## src/rtl/elev_pkg.sv

```systemverilog
// Shared types and helpers for the elevator request scheduler.
// Latency: none (types, constants and pure functions only).
// Backpressure: not applicable.
package elev_pkg;

    localparam int DEF_NUM_FLOORS = 4;

    typedef enum logic [1:0] {
        ST_IDLE,
        ST_MOVING,
        ST_DOOR_OPEN,
        ST_ESTOP
    } elev_state_t;

    function automatic int max3(input int a, input int b, input int c);
        int m;
        m = (a > b) ? a : b;
        return (m > c) ? m : c;
    endfunction

    // Floor vectors are zero-extended to 32 bits. For one-hot cur, cur-1 marks every floor below it.
    function automatic logic any_above(input logic [31:0] pend, input logic [31:0] cur);
        return |(pend & ~(cur | (cur - 32'd1)));
    endfunction

    function automatic logic any_below(input logic [31:0] pend, input logic [31:0] cur);
        return |(pend & (cur - 32'd1));
    endfunction

endpackage

```

## src/rtl/elev_tick_timer.sv

```systemverilog
// Tick-enabled counter with clear, freeze and a terminal-count done strobe.
// Latency: done is combinational on the TERM-th tick; the count wraps to 0 on that same edge.
// Backpressure: none; clr beats frz, and frz beats tick.
module elev_tick_timer #(
    parameter int W    = 5,
    parameter int TERM = 8
) (
    input  logic clk,
    input  logic rst,
    input  logic tick,
    input  logic clr,
    input  logic frz,
    output logic done
);

    localparam logic [W-1:0] LAST = W'(TERM - 1);

    logic [W-1:0] count;

    // Compare with >= so that a corrupted count can never run on past the terminal value.
    assign done = tick && !clr && !frz && (count >= LAST);

    // Count ticks. Clear on request or at the terminal count, and hold while frozen.
    always_ff @(posedge clk or posedge rst) begin
        if (rst) begin
            count <= '0;
        end else if (clr || done) begin
            count <= '0;
        end else if (tick && !frz) begin
            count <= count + 1'b1;
        end
    end

endmodule

```

## src/rtl/elevator_request_scheduler.sv

```systemverilog
// SCAN-order elevator scheduler: latches floor calls, steps the one-hot car position, runs the door dwell.
// Latency: a call is pending on its edge and motion starts on the next; the door opens one clk after arrival.
// Backpressure: none. Calls are OR-latched every edge, and emergency_stop freezes motion. Optional feature: ELEV_SCHED_IDLE_HOME_EN.
module elevator_request_scheduler
    import elev_pkg::*;
#(
    parameter int NUM_FLOORS = DEF_NUM_FLOORS,
    parameter int MOVE_TICKS = 8,
    parameter int DOOR_TICKS = 4,
    parameter int HOME_TICKS = 16
) (
    input  logic                  clk,
    input  logic                  rst,
    input  logic                  tick,
    input  logic [NUM_FLOORS-1:0] call_req,
    input  logic                  emergency_stop,
    output logic [NUM_FLOORS-1:0] cur_floor,
    output logic [NUM_FLOORS-1:0] pending,
    output logic                  moving_up,
    output logic                  moving_down,
    output logic                  door_open,
    output logic                  busy
);

    localparam int TW = $clog2(max3(MOVE_TICKS, DOOR_TICKS, HOME_TICKS) + 1);

    elev_state_t           state;
    logic                  dir;        // 1 = up
    logic                  arrived;    // the car shifted floor on the previous edge
    logic                  pend_up, pend_dn, here, ahead, behind, go_dir;
    logic                  deciding, enter_door;
    logic                  move_done, door_done, move_clr, door_clr, tmr_frz;
    logic [NUM_FLOORS-1:0] clear_mask, home_mask, pending_nxt, step_floor;

    assign pend_up  = any_above(32'(pending), 32'(cur_floor));
    assign pend_dn  = any_below(32'(pending), 32'(cur_floor));
    assign here     = |(pending & cur_floor);
    assign ahead    = dir ? pend_up : pend_dn;
    assign behind   = dir ? pend_dn : pend_up;
    assign go_dir   = ahead ? dir : ~dir;

    // The SCAN decision runs every edge in IDLE and on the edge after each floor arrival.
    assign deciding   = !emergency_stop && ((state == ST_IDLE) || (state == ST_MOVING && arrived));
    assign enter_door = deciding && here;
    assign clear_mask = (state == ST_DOOR_OPEN || enter_door) ? cur_floor : '0;

    assign step_floor = dir ? {cur_floor[NUM_FLOORS-2:0], 1'b0} : {1'b0, cur_floor[NUM_FLOORS-1:1]};

    // During an emergency stop the timers hold. Releasing the stop throws away a partial floor move.
    assign tmr_frz  = emergency_stop || (state == ST_ESTOP);
    assign move_clr = (state == ST_MOVING) ? arrived : !(state == ST_ESTOP && emergency_stop);
    assign door_clr = (state == ST_DOOR_OPEN) ? |(call_req & cur_floor) : (state != ST_ESTOP);

    elev_tick_timer #(.W(TW), .TERM(MOVE_TICKS)) u_move_tmr (
        .clk (clk), .rst (rst), .tick (tick), .clr (move_clr), .frz (tmr_frz), .done (move_done)
    );

    elev_tick_timer #(.W(TW), .TERM(DOOR_TICKS)) u_door_tmr (
        .clk (clk), .rst (rst), .tick (tick), .clr (door_clr), .frz (tmr_frz), .done (door_done)
    );

`ifdef ELEV_SCHED_IDLE_HOME_EN
    logic home_clr, home_done;

    // Count only while the car is parked away from floor 0 with nothing to do.
    assign home_clr = (state != ST_IDLE) || (|call_req) || emergency_stop || (|pending) || cur_floor[0];

    elev_tick_timer #(.W(TW), .TERM(HOME_TICKS)) u_home_tmr (
        .clk (clk), .rst (rst), .tick (tick), .clr (home_clr), .frz (1'b0), .done (home_done)
    );

    assign home_mask = NUM_FLOORS'(home_done);
`else
    assign home_mask = '0;
`endif

    assign pending_nxt = (pending | call_req | home_mask) & ~clear_mask;

    // State machine with registered status outputs. Emergency stop takes priority, but calls keep latching.
    always_ff @(posedge clk or posedge rst) begin
        if (rst) begin
            state       <= ST_IDLE;
            cur_floor   <= NUM_FLOORS'(1);
            pending     <= '0;
            dir         <= 1'b1;
            arrived     <= 1'b0;
            moving_up   <= 1'b0;
            moving_down <= 1'b0;
            door_open   <= 1'b0;
            busy        <= 1'b0;
        end else begin
            pending <= pending_nxt;
            arrived <= 1'b0;
            if (emergency_stop) begin
                state       <= ST_ESTOP;
                moving_up   <= 1'b0;
                moving_down <= 1'b0;
                busy        <= 1'b1;
            end else if (deciding) begin
                if (here) begin
                    state       <= ST_DOOR_OPEN;
                    door_open   <= 1'b1;
                    busy        <= 1'b1;
                    moving_up   <= 1'b0;
                    moving_down <= 1'b0;
                end else if (ahead || behind) begin
                    state       <= ST_MOVING;
                    dir         <= go_dir;
                    moving_up   <= go_dir;
                    moving_down <= ~go_dir;
                    busy        <= 1'b1;
                end else begin
                    state       <= ST_IDLE;
                    moving_up   <= 1'b0;
                    moving_down <= 1'b0;
                    busy        <= 1'b0;
                end
            end else begin
                case (state)
                    ST_MOVING: begin
                        if (move_done) begin
                            cur_floor <= step_floor;
                            arrived   <= 1'b1;
                        end
                    end
                    ST_DOOR_OPEN: begin
                        if (door_done) begin
                            state     <= ST_IDLE;
                            door_open <= 1'b0;
                            busy      <= 1'b0;
                        end
                    end
                    ST_ESTOP: begin
                        state     <= ST_IDLE;
                        door_open <= 1'b0;
                        busy      <= 1'b0;
                    end
                    default: ;
                endcase
            end
        end
    end

    // The direction choice only moves toward pending floors, so a shift off either end means the decision logic is broken.
    a_no_overrun: assert property (@(posedge clk) disable iff (rst)
        (state == ST_MOVING && move_done) |-> !(dir ? cur_floor[NUM_FLOORS-1] : cur_floor[0]));

endmodule

```

## config.mk

```make
export PLATFORM = sky130hd
export DESIGN_NAME = elevator_request_scheduler
export DESIGN_NICKNAME = d
export VERILOG_FILES = /design/src/rtl/elev_pkg.sv /design/src/rtl/elev_tick_timer.sv /design/src/rtl/elevator_request_scheduler.sv
export SDC_FILE = /design/constraint.sdc
export NUM_CORES = 1
export LEC_CHECK = 0
export CAP_MARGIN = 20
export CORE_MARGIN = 4
export CORE_UTILIZATION = 55
export DETAILED_ROUTE_END_ITERATION = 6
export GPL_TIMING_DRIVEN = 0
export PLACE_DENSITY = 0.8
export RECOVER_POWER = 100
export SYNTH_ARGS = -nofsm -noshare
export SYNTH_HDL_FRONTEND = slang
export SYNTH_SLANG_ARGS = --single-unit
export TNS_END_PERCENT = 10
```

## constraint.sdc

```tcl
create_clock -name clk -period 3.3 [get_ports clk]
set_input_delay 0.33 -clock clk [delete_from_list [all_inputs] [get_ports clk]]
set_output_delay 0.33 -clock clk [all_outputs]
set_load 0.01 [all_outputs]
```

* Yosys cells after proc, flatten, opt, wreduce, memory -nomap -nowiden
Cells that the tools add are included.
** Operators by class
- Order comparisons :: 2
- Bitwise operators :: 14
- Reduce and logical (&&, ||, !) cells :: 36
- Equal/unequal tests :: 7
- Muxes and demuxes :: 37
- Add/subtract/negate cells :: 3
** Operators with widths (number)
- $and A4 B32 Y32 :: 2
- $reduce_or A32 Y1 :: 2
- $not A32 Y32 :: 1
- $or A4 B32 Y32 :: 1
- $mux W1 :: 25
- $mux W5 :: 4
- $and A4 B4 Y4 :: 3
- $reduce_and A4 Y1 :: 3
- $logic_and A1 B1 Y1 :: 11
- $add A5 B1 Y5 const B :: 2
- $mux W2 :: 4
- $mux W4 :: 2
- $reduce_or A4 Y1 :: 2
- $logic_or A1 B1 Y1 :: 6
- $reduce_bool A2 Y1 :: 3
- $ge A5 B2 Y1 const B :: 1
- $ge A5 B3 Y1 const B :: 1
- $logic_not A1 Y1 :: 5
- $not A1 Y1 :: 5
- $sub A4 B1 Y5 const B :: 1
- $eq A2 B2 Y1 const B :: 2
- $ne A2 B2 Y1 const B :: 2
- $ne A4 B3 Y1 const B :: 1
- $not A4 Y4 :: 1
- 9 further kinds :: 9
** Storage, ports and cells
- Output and inout bits :: 12
- Bits of input ports :: 8
- Word-level logic and storage cells :: 110
- Register bits after elaboration :: 26

* Longest topological paths before layout
Gate-level depths: netlist of run 1.
- Depth in word-level cells :: 12
- Depth in mapped cells :: 8
- Gate-level depth less buffers :: 8

* Modules after synthesis
Synthesis of run 1 repeated with hierarchy kept, for this count alone.
** Second synthesis, totals
- Cell total of the unflattened synthesis :: 143
- Area total of the unflattened synthesis :: 1386.3 sq um
** By module, submodules not included
- elevator_request_scheduler :: instances 1, sequential area each 402.9 sq um, area each 885.8 sq um, cells each 96
- elev_tick_timer at u_move_tmr :: instances 1, sequential area each 125.1 sq um, area each 271.5 sq um, cells each 27
- elev_tick_timer at u_door_tmr :: instances 1, sequential area each 125.1 sq um, area each 229.0 sq um, cells each 20

* Least setup slack after synthesis of run 1
Ideal clock, no wire load.
- Path kind :: reg-to-reg
- Start :: reg cur_floor[0]
- End :: reg state[0]
- Arrival :: 1.780 ns
- Required time :: 3.169 ns
- Path slack :: 1.389 ns
- Stages on the path, launching flop included :: 9
- Buffers on the path :: 0
- Setup time :: 0.131 ns
- Period minus slack after synthesis :: 1.911 ns
- Cells stage by stage :: dfstp_2 -> inv_1 -> ha_1 -> inv_1 -> ha_1 -> nand2_1 -> and4_1 -> a211oi_1 -> or3_1
** Between the ends
- Word-level cells in the longest chain between the ends :: 11
- Elaborated cells between the ends (all ways) :: 25
- Classes of those cells :: add/sub: 1; eq/ne: 1; mux: 7; bitwise: 6; reduce/logical: 10
** RTL lines
- start: declaration :: line elevator_request_scheduler.sv:17 : output logic [NUM_FLOORS-1:0] cur_floor,
- start signal: assignment :: line elevator_request_scheduler.sv:122 : cur_floor <= step_floor;
- $sub A4 B1 Y5 :: line elev_pkg.sv:23, elev_pkg.sv:27
- $or A4 B32 Y32 :: line elev_pkg.sv:23 : return |(pend & ~(cur | (cur - 32'd1)));
- $not A32 Y32 :: line elev_pkg.sv:23
- $and A4 B32 Y32 :: line elev_pkg.sv:23
- $reduce_or A32 Y1 :: line elev_pkg.sv:23
- $mux W1 (on tied branches) :: line elevator_request_scheduler.sv:38, elevator_request_scheduler.sv:39
- $logic_or A1 B1 Y1 :: line elevator_request_scheduler.sv:106 : end else if (ahead || behind) begin
- $mux W1 :: line elevator_request_scheduler.sv:106
- $mux W2 :: line elevator_request_scheduler.sv:100 : if (here) begin
- $mux W2 :: line elevator_request_scheduler.sv:99 : end else if (deciding) begin
- $mux W2 :: line elevator_request_scheduler.sv:94 : if (emergency_stop) begin
- end signal: assignment :: line elevator_request_scheduler.sv:95 : state <= ST_ESTOP;
- end signal: assignment :: line elevator_request_scheduler.sv:101 : state <= ST_DOOR_OPEN;
- end signal: assignment :: line elevator_request_scheduler.sv:107 : state <= ST_MOVING;
- end: declaration :: line elevator_request_scheduler.sv:27 : elev_state_t state;
Several ways; a longest one is shown, not always the timed one.
A chain may end at the register's enable or synchronous reset.

* Worst setup path in the final report of run 1
- Start :: reg cur_floor[0]
- End :: reg dir
** Between the ends
- Word-level cells in the longest chain between the ends :: 8
- Elaborated cells between the ends (all ways) :: 15
- Classes of those cells :: add/sub: 1; mux: 3; bitwise: 6; reduce/logical: 5
** RTL lines
- $sub A4 B1 Y5 :: line elev_pkg.sv:23, elev_pkg.sv:27
- $or A4 B32 Y32 :: line elev_pkg.sv:23
- $not A32 Y32 :: line elev_pkg.sv:23
- $and A4 B32 Y32 :: line elev_pkg.sv:23
- $reduce_or A32 Y1 :: line elev_pkg.sv:23
- $mux W1 (on tied branches) :: line elevator_request_scheduler.sv:38, elevator_request_scheduler.sv:39
- $logic_or A1 B1 Y1 :: line elevator_request_scheduler.sv:106
- $reduce_and A4 Y1 (no source line)
- end signal: assignment :: line elevator_request_scheduler.sv:108 : dir <= go_dir;
- end: declaration :: line elevator_request_scheduler.sv:28 : logic dir;
Several ways; a longest one is shown, not always the timed one.

==> reports/qor.csv, run 1 <==
stage,metric,value,unit
outcome,status,completed,
logic_synthesis,yosys_warnings,0,
detailed_routing,routed_wl,3020,um
setup_path,path_max_fanout,8,
setup_path,worst_path_largest_cell_delay,0.71,ns
timing,fin_setup_tns,0,ns
setup_path,path_class,flip-flop to flip-flop,
clock_network,postCtsSetupRepairBufs,0,
cells_and_area,multi_input_area,697,um^2
placed_design,dpl-instance-area,1650,um^2
flow_run,maxCapViolCount,0,
timing,setup_viol,0,
timing,finalCritPeriodShare,69.3,%
detailed_routing,final_antenna_net_count,0,
logic_synthesis,syn_area_per_cell,9.85,um^2
setup_path,critPathArrivalTime,2.55,ns
logic_synthesis,ys_seq_area_share,46.0,%
timing,final_hold_viol_count,0,
clock_network,clock_sinks,26,
cells_and_area,num_antenna_cells,0,
power,cellLeakagePower,0.788,nW
setup_path,required,3.57,ns
setup_path,crit_slowest_cell,dfstp_1,
clock_network,clk_path_buf_depth,2,
detailed_routing,drt-vias-per-instance,5.82,
detailed_routing,wl_per_cell,15.2,um
clock_network,cts_inserted_buffers,3,
floorplanning,die-area,3460,um^2
cells_and_area,drive_gt1_share,5.36,%
clock_network,clk-insertion-delay-late,0.32,ns
cells_and_area,final_nets,183,
grt,grt_pass1_wl,5440,um
logic_synthesis,postSynthCellCount,144,
floorplanning,core_area,2480,um^2
grt,grt_pass1_vias,1261,
floorplanning,die_x,58.8,um
clock_network,hold_buffers,0,
detailed_routing,dr.pass1.iters,4,
setup_path,crit_chain,"inv_1, ha_1, nand2b_1, and4_1, a2111oi_0, o21ba_2",
logic_synthesis,syn_nets,158,
floorplanning,rows,18,
grt,grt_usage,20.3,%
power,power_density,384,nW/um^2
placed_design,dpl.hpwl,2370,um
detailed_routing,post-route-drc-count,0,
grt,grt_overflow,0,
clock_network,cts_root_buffer,clkbuf_4,
timing,holdWs,0.409,ns
worst_hold_path,hold_path_class,input port to async pin,
timing,slew_viol_final,0,
timing,rsz0062_at_grt,false,
clock_network,post_cts_resized,0,
cells_and_area,final_util,67.2,%
logic_synthesis,synth.distinct_cells,39,
logic_synthesis,syn_area,1420,um^2
placed_design,port_buffers,19,
grt,grt_antenna_before_repair,0,
setup_path,startpoint_type,flip-flop,
timing,fmax,437,MHz
timing,period_minus_slack,2.29,ns
detailed_routing,drtIter0Drc,43,
detailed_routing,route.vias.total,1152,
cells_and_area,regArea,653,um^2
cells_and_area,area_delta_synth_final,17.3,%
grt,grt_max_degree,27,
clock_network,clk_pin_slew_worst_paths,0.14,ns
floorplanning,dieHeight,58.8,um
cells_and_area,final_design_area_no_fill,1660,um^2
setup_path,path_buf_inv,1,
timing,maxSlewHeadroom,43.5,%
power,ir_drop,0.000269,V
setup_path,crit_family,compound AO/OA/AOI/OAI gates,
setup_path,endpoint_kind,flip-flop,
clock_network,cts_tree,done,
floorplanning,io_pins,20,
timing,skew,0.00866,ns
logic_synthesis,yosys_register_bits,26,
clock_network,h-tree-depth,1,
cells_and_area,num-fill-cells,220,
floorplanning,start_util,57.3,%
placed_design,gp_congestion,0.811,
timing,tightest_slew,0.847,ns
## cells in the mapped netlist (all sizes together)
master	count	area, um^2
ha	6	75.1
xor2	2	17.5
a22oi	5	37.5
a22o	1	8.76
or4	2	15.0
and2b	1	10.0
a211oi	2	15.0
mux2i	8	80.1
and4	1	8.76
clkbuf	2	7.51
nor2b	3	26.3
o211ai	3	27.5
nor3b	1	7.51
nand2	13	48.8
nor3	3	15.0
or3	2	12.5
a311oi	1	8.76
buf	2	16.3
nand3	2	10.0
inv	9	33.8
and2	3	18.8
a41oi	2	17.5
nor2	15	56.3
o2111ai	1	8.76
a21oi	9	48.8
o21ba	1	10.0
dfrtp	24	601
nand4	2	12.5
nand2b	5	31.3
a2111oi	1	15.0
o21ai	5	25.0
a21o	3	22.5
dfstp	2	52.6
xnor2	2	17.5
## kinds of logic (layout without fill, tap and decap cells)
group / Yosys count / in the layout / share of synthesized area, %
AOI/OAI and AO/OA: 34 / 34 / 17.3
xor gates and xnor gates: 4 / 4 / 2.47
and+or+nand+nor: 53 / 53 / 19.2
adders and majority gates: 6 / 6 / 5.29
buffers and inverters: 13 / 37 / 4.06
muxes: 8 / 8 / 5.64
DFF: 26 / 26 / 46.0
## worst reg2reg max path: stages (launching register included)
cell and delay [ns]:
dfstp_1 0.71, inv_1 0.14, ha_1 0.31, nand2b_1 0.15
and4_1 0.19, a2111oi_0 0.50, o21ba_2 0.23
## metrics by stage
stage               cells  total power, mW  setup WS (ns)
global placement      193            0.509           1.18
global route          198            0.671          0.699
finish                198            0.639           1.01
floorplan             144            0.455           1.39
detailed placement    193            0.514           1.15
CTS                   197            0.653           1.25
## final timing paths
kind | start | slack [ns] | depth (start not counted) | end
min | rst | 0.41 | 2 | pending[3]
min in group clk | moving_down | 0.50 | 1 | moving_down
max | cur_floor[0] | 1.01 | 6 | dir
max in group asynchronous | rst | 1.80 | 3 | u_move_tmr.count[1]
min reg2reg | moving_down | 0.50 | 1 | moving_down
max reg2reg | cur_floor[0] | 1.01 | 6 | dir
## layout by cell type (no fill, tap or decap), drive strengths merged, types with 5 or more instances in the layout
cell type / instances
ha: 6
nand2b: 5
clkbuf: 8
inv: 9
dfrtp: 24
nor2: 15
o21ai: 5
a21oi: 9
clkdlybuf4s50: 7
nand2: 13
a22oi: 5
dlygate4sd3: 12
mux2i: 8
## final cells by class
| class | count | share of cell area, % |
|---|---|---|
| flip-flops and latches | 26 | 39.2 |
| multi-input cells | 105 | 41.9 |
| repair buffers | 20 | 11.7 |
| clock buffers | 4 | 1.58 |
| well taps | 30 | 2.26 |
| plain buffers | 4 | 1.35 |
| inverters | 9 | 2.03 |
## where the power goes
group	switching (mW)	internal, mW	leakage [nW]	total (mW)
Combinational	0.0728	0.0654	0.454	0.138
Sequential	0.0195	0.342	0.318	0.361
Clock	0.0918	0.0473	0.0150	0.139
Total	0.184	0.455	0.788	0.639
## sequential cells by signal, summed over array words and instances, names as in the netlist, 2 cells and up
| register | count |
|---|---|
| u_move_tmr.count | 5 |
| u_door_tmr.count | 5 |
| state | 2 |
| cur_floor | 4 |
| pending | 4 |
## per-layer routing
metal / track usage [%] / share of wire, %
met2: 35.0 / 51
met5: 0 / 0
met4: 8.74 / 2.6
met3: 2.41 / 2.7
met1: 25.4 / 43
No activity file was read; power rests on OpenSTA's default activity.
==> inputs of run 2 (changes only) <==
CORE_UTILIZATION = 53   (was 55)
PLACE_DENSITY = 0.78   (was 0.8)
clock period = 2.24 ns   (was 3.3 ns; I/O delays follow)
==> run 2 against run 1 <==
- combinational power rose by 51%
- worst hold slack got worse by 0.099 ns
- non-clock buffer count did not move
- clock skew rose by 0.0015 ns
- sequential share of layout area fell by 0.059 points
- cell count fell by 0.51%
- sequential cell count did not move
- register-to-register slack got worse by 0.82 ns
- setup slack got worse by 0.82 ns
- first-iteration DRC count rose by 63%
- cell area rose by 0.15%
- global-route usage fell by 1.9 points
- highest routed layer unchanged
==> reports/qor.csv, run 2 (same netlist as run 1, synthesis figures left out) <==
stage,metric,value,unit,change
timing,finalCritPeriodShare,91.3,%,+22 points
power,cellLeakagePower,0.788,nW,about the same
grt,gr-max-usage-layer,met2,,
grt,grt_pass1_wl,5020,um,-7.9%
grt,grt_antenna_before_repair,0,,unchanged
timing,slew_viol_final,0,,unchanged
timing,setup_viol,0,,unchanged
detailed_routing,final_antenna_net_count,0,,unchanged
floorplanning,rows,18,,unchanged
clock_network,clk_path_buf_depth,2,,unchanged
cells_and_area,drive_gt1_share,6.59,%,+1.2 points
detailed_routing,drtIter0Drc,70,,+63%
placed_design,dpl.hpwl,2170,um,-8.3%
grt,grt_pass1_vias,1120,,-11%
cells_and_area,final_nets,183,,unchanged
power,p_clk_share,21.3,%,-0.5 points
clock_network,h-tree-depth,1,,unchanged
timing,final_hold_viol_count,0,,unchanged
cells_and_area,regArea,653,um^2,unchanged
setup_path,path_class,flip-flop to flip-flop,,
clock_network,cts_inserted_buffers,3,,unchanged
setup_path,critPathArrivalTime,2.25,ns,-0.30 ns
clock_network,clk-insertion-delay-late,0.32,ns,about the same
cells_and_area,multi_input_area,703,um^2,+0.90%
grt,grt_max_degree,27,,unchanged
detailed_routing,post-route-drc-count,0,,unchanged
clock_network,postCtsSetupRepairBufs,0,,unchanged
placed_design,place_inst,193,,unchanged
clock_network,cts_root_buffer,clkbuf_4,,
setup_path,startpoint_type,flip-flop,,
detailed_routing,route.vias.total,1141,,-0.95%
floorplanning,core_area,2520,um^2,+1.8%
grt,gr-usage-met1,24.1,%,-1.3 points
power,power_density,563,nW/um^2,+47%
clock_network,clk_pin_slew_worst_paths,0.14,ns,about the same
grt,grt_usage,18.4,%,-1.9 points
power,power_switching,275,uW,+49%
detailed_routing,drt-vias-per-instance,5.79,,-0.45%
power,seqPwrFrac,56.4,%,-0.2 points
clock_network,clock_sinks,26,,unchanged
detailed_routing,dr.pass1.iters,4,,unchanged
power,pwr-share-comb,22.3,%,+0.7 points
timing,rsz0062_at_grt,false,,
timing,period_minus_slack,2.05,ns,-0.241 ns
floorplanning,start_util,56.3,%,-1.0 points
power,swShare,29.3,%,+0.49 points
setup_path,endpoint_kind,flip-flop,,
timing,maxSlewHeadroom,46.3,%,+2.8 points
cells_and_area,area_delta_synth_final,17.5,%,
grt,grt_overflow,0,,unchanged
detailed_routing,routed_wl,2920,um,-3.3%
grt,use_met3,3.24,%,+0.83 points
cells_and_area,num-fill-cells,211,,-4.1%
floorplanning,die-area,3570,um^2,+3.3%
power,ir_drop,0.000464,V,+73%
placed_design,port_buffers,19,,unchanged
outcome,status,completed,,
floorplanning,dieHeight,59.7,um,+1.6%
floorplanning,io_pins,20,,unchanged
clock_network,hold_buffers,0,,unchanged
clock_network,post_cts_resized,0,,unchanged
power,internal_power,664,uW,+46%
floorplanning,die_x,59.7,um,+1.6%
power,p_total,939,uW,+47%
timing,skew,0.0102,ns,+0.00153 ns
clock_network,cts_tree,done,,
timing,fin_setup_tns,0,ns,unchanged
placed_design,gp_congestion,0.932,,+15%
grt,met2_usage,30.4,%,-4.6 points
cells_and_area,layout_common_cells,"dfrtp_1 (24), nor2_1 (15), nand2_1 (13), dlygate4sd3_1 (12), inv_1 (9)",,
cells_and_area,num_antenna_cells,0,,unchanged
detailed_routing,wl_per_cell,14.8,um,-2.9%
cells_and_area,final_common_cell,dfrtp_1,,
setup_path,path_max_fanout,8,,unchanged
flow_run,maxCapViolCount,0,,unchanged
cells_and_area,fin_cells,197,,-0.51%
setup_path,required,2.45,ns,-1.12 ns
cells_and_area,top_regs,"u_door_tmr.count (5), u_move_tmr.count (5)",,
worst_hold_path,hold_path_class,input port to async pin,,
timing,fmax,489,MHz,+12%
timing,tightest_slew,0.805,ns,-0.0420 ns
[run 2: cell types whose count changed in the layout (fill, tap and decap cells not counted)]
| cell | change |
|---|---|
| dfstp_1 | -1 |
| clkbuf_1 | -1 |
| a2111oi_2 | +1 |
| dfstp_2 | +1 |
| a2111oi_0 | -1 |
[run 2: layout make-up]
cell class | instances | share of cell area, %
Tap cell | 30 | 2.25
Clock buffer | 3 | 1.35
Timing Repair Buffer | 20 | 11.6
Buffer | 4 | 1.35
Multi-Input combinational cell | 105 | 42.2
Inverter | 9 | 2.03
Sequential cell | 26 | 39.2
[run 2: layer usage]
layer  wire, um  part of all wire, %
met1       1350                   46
met2       1400                   48
met3        131                  4.5
met4         34                  1.2
met5          0                    0
[run 2: metrics by stage]
stage / setup slack [ns] / util [%] / hold WS, ns / cell area [um^2]
CTS: 0.205 / 66.2 / 0.457 / 1670
global placement: 0.205 / 65.3 / 0.469 / 1650
global route: 0.0927 / 66.1 / 0.347 / 1670
finish: 0.195 / 66.1 / 0.310 / 1670
detailed placement: 0.171 / 65.3 / 0.468 / 1650
floorplan: 0.329 / - / 0.263 / 1420
[run 2: critical path, cell delays in order, from the launching register on]
cell and delay [ns]:
dfstp_2 0.64, inv_1 0.09, ha_1 0.20, inv_1 0.05
ha_1 0.21, nand2_1 0.08, and4_1 0.23, a211oi_1 0.11
or3_1 0.32
[run 2: power by group through the flow]
stage	clock [mW]	combinational (mW)	sequential, mW
after floorplan	0	0.127	0.543
after global placement	0	0.211	0.538
after detailed placement	0	0.218	0.539
after CTS	0.201	0.219	0.531
after global routing	0.224	0.230	0.535
final	0.200	0.209	0.530
[run 2: worst paths after layout]
path,start,to,slack (ns),cells after the start
max,cur_floor[0],state[0],0.19,8
min,rst,cur_floor[1],0.31,2
max reg2reg,cur_floor[0],state[0],0.19,8
min reg2reg,moving_down,moving_down,0.49,1
max in group asynchronous,rst,state[0],0.86,3
min in group clk,call_req[3],pending[3],0.48,3
==> inputs of run 3 (changes only) <==
ABC_CLOCK_PERIOD_IN_PS = 2240   (was default)
==> results of run 3 <==
The final DEF is identical to that of run 2; final timing and power are the same.
==> edit: new RTL, config.mk and constraints of run 2 <==
Build with the macro `ELEV_SCHED_IDLE_HOME_EN` defined.
--- a/src/rtl/elevator_request_scheduler.sv
+++ b/src/rtl/elevator_request_scheduler.sv
@@ -3,2 +3,4 @@
 // Backpressure: none. Calls are OR-latched every edge, and emergency_stop freezes motion. Optional feature: ELEV_SCHED_IDLE_HOME_EN.
+`define ELEV_SCHED_IDLE_HOME_EN
+
 module elevator_request_scheduler
Function: no difference found for any inputs over 10 cycles, from zero or initial values and one cycle with rst high; that may be too few to reach the edited logic, so the function may still have changed.
==> edit against run 2 <==
Worst setup slack got worse by 0.12 ns. Global-route usage is 3.0 points higher. Final area is 21% higher. Clock power increased by 77%. Area after synthesis up 19%. Routed wire length increased by 34%. Non-clock buffer count is 3 higher. Critical path depth stayed put. Power grew 21%. Sequential cell count grew 5. Utilization up 0.16 points. Die area is 17% higher. Synthesized cell count is 17% higher. Largest cell class unchanged. Largest power group unchanged. Highest routed layer unchanged.
==> edit: results (changes against run 2) <==
| Metric | Value |
|---|---|
| Bufs on Longest Clock Path | `2 (unchanged)` |
| Top cells by count, synth | `29 x dfrtp_1, 15 x nor2_1, 12 x inv_1, 11 x a21oi_1 (was 24 x dfrtp_1, 15 x nor2_1, 13 x nand2_1, 9 x inv_1)` |
| Syn Nets | `185 (was 158)` |
| Gpl congestion | `0.816 (was 0.932)` |
| Mux share of post-synthesis cell area | `3.55% (was 5.64%)` |
| CP arrival | `2.41 ns (was 2.25 ns)` |
| Largest cells by area after synthesis | `dfrtp_1 43%, ha_1 5.9%, mux2i_1 3.5%, nor2_1 3.3%, a21oi_1 3.2% (was dfrtp_1 42%, mux2i_1 5.6%, ha_1 5.3%, nor2_1 4.0%, dfstp_2 3.7%)` |
| Ys async rst share | `100% (unchanged)` |
| Pre-CTS WS | `0.000899 ns (was 0.171 ns)` |
| DRT met1 WL | `1.68 mm (was 1.35 mm)` |
| Post_cts resized | `1 (was 0)` |
| Worst setup path startpoint | `cur_floor[0] (unchanged)` |
| First-pass GRT wire length | `6.91 mm (was 5.02 mm)` |
| Regs by FF count | `u_door_tmr.count: 5 flops, u_home_tmr.count: 5 flops, u_move_tmr.count: 5 flops (was u_door_tmr.count: 5 flops, u_move_tmr.count: 5 flops)` |
| Number of distinct library cells after synthesis | `49 (was 39)` |
| Clock power frac | `31.1% (was 21.3%)` |
| Largest delay share family, worst path | `compound AO/OA/AOI/OAI gates (was flip-flops)` |
| Vias | `1432 (was 1141)` |
| Total Nets Final | `213 (was 183)` |
| Net Switching | `0.326 mW (was 0.275 mW)` |
| Adder-cell share of the synthesized area | `5.91% (was 5.29%)` |
| Clk_lat worst skew | `0.35 ns (was 0.32 ns)` |
| Drt initial violations | `88 (was 70)` |
| Yosys warns | `0 (unchanged)` |
| Peak Freq | `461 MHz (was 489 MHz)` |
| Max VDD drop | `0.000323 V (was 0.000464 V)` |
| Reg clk slew, reported paths | `0.10 ns (was 0.14 ns)` |
| Vias in the first global route | `1527 (was 1120)` |
| Metal3 WL | `232 um (was 131 um)` |
| Post-synthesis sequential area ratio | `45.9% (was 46.0%)` |
| Global-route usage over all layers | `21.4% (was 18.4%)` |
| CTS buffer count | `5 (was 3)` |
| Largest net degree at the start of global routing | `20 (was 27)` |
| Routed WL | `3.90 mm (was 2.92 mm)` |
| Post-Route Skew | `0.00946 ns (was 0.0102 ns)` |
| R2R Setup Slk | `0.07 ns (was 0.19 ns)` |
| Post-CTS Setup Inserts | `0 (unchanged)` |
| Total leakage power | `0.892 nW (was 0.788 nW)` |
| Status | `completed (unchanged)` |
| Seq. pwr | `0.613 mW (was 0.530 mW)` |
| Reg-to-reg endpoint | `state[0] (unchanged)` |
| WL met2 | `1.92 mm (was 1.40 mm)` |
| Least-Margin Pin Slew | `1.03 ns (was 0.805 ns)` |
| Layout cells sized above 1 | `9.09% (was 6.59%)` |
| Max H-tree Level | `2 (was 1)` |
| Synth Area in Compound Gates | `18.2% (was 17.3%)` |
| DP HPWL | `2.85 mm (was 2.17 mm)` |
| Post-Synth XOR/XNOR Area | `2.58% (was 2.47%)` |
[edit: changes by cell type after synthesis, sizes merged, moves of 3 or more]
cell | run 2 | this run
inv | 9 | 12
nand3b | 0 | 3
a21oi | 9 | 12
nand3 | 2 | 5
dfrtp | 24 | 29
nand2 | 13 | 8
o211ai | 3 | 0
a221oi | 0 | 3
[edit: per-stage QoR]
step	hold slack [ns]	area, um2	instances	total power, mW
floorplan	0.325	1690	169	0.715
global placement	0.463	1940	232	0.787
detailed placement	0.478	1970	233	0.801
CTS	0.248	2040	241	1.15
global route	0.371	2020	242	1.20
finish	0.328	2020	242	1.14
[edit: metal layers]
layer  GRT usage (%)  up-vias
li1                -      668
met3            6.24        7
met1            26.1      707
met2            34.8       50
met5               0        -
met4            10.0        0
[edit: final cells by class]
class / count / area [um2]
tap: 44 / 55.1
fill: 258 / 1030
clock inverter: 1 / 5.00
inverter: 12 / 45.0
buffer: 6 / 36.3
timing repair buffer: 21 / 201
clock buffer: 7 / 55.1
multi-input combinational: 120 / 846
sequential: 31 / 778
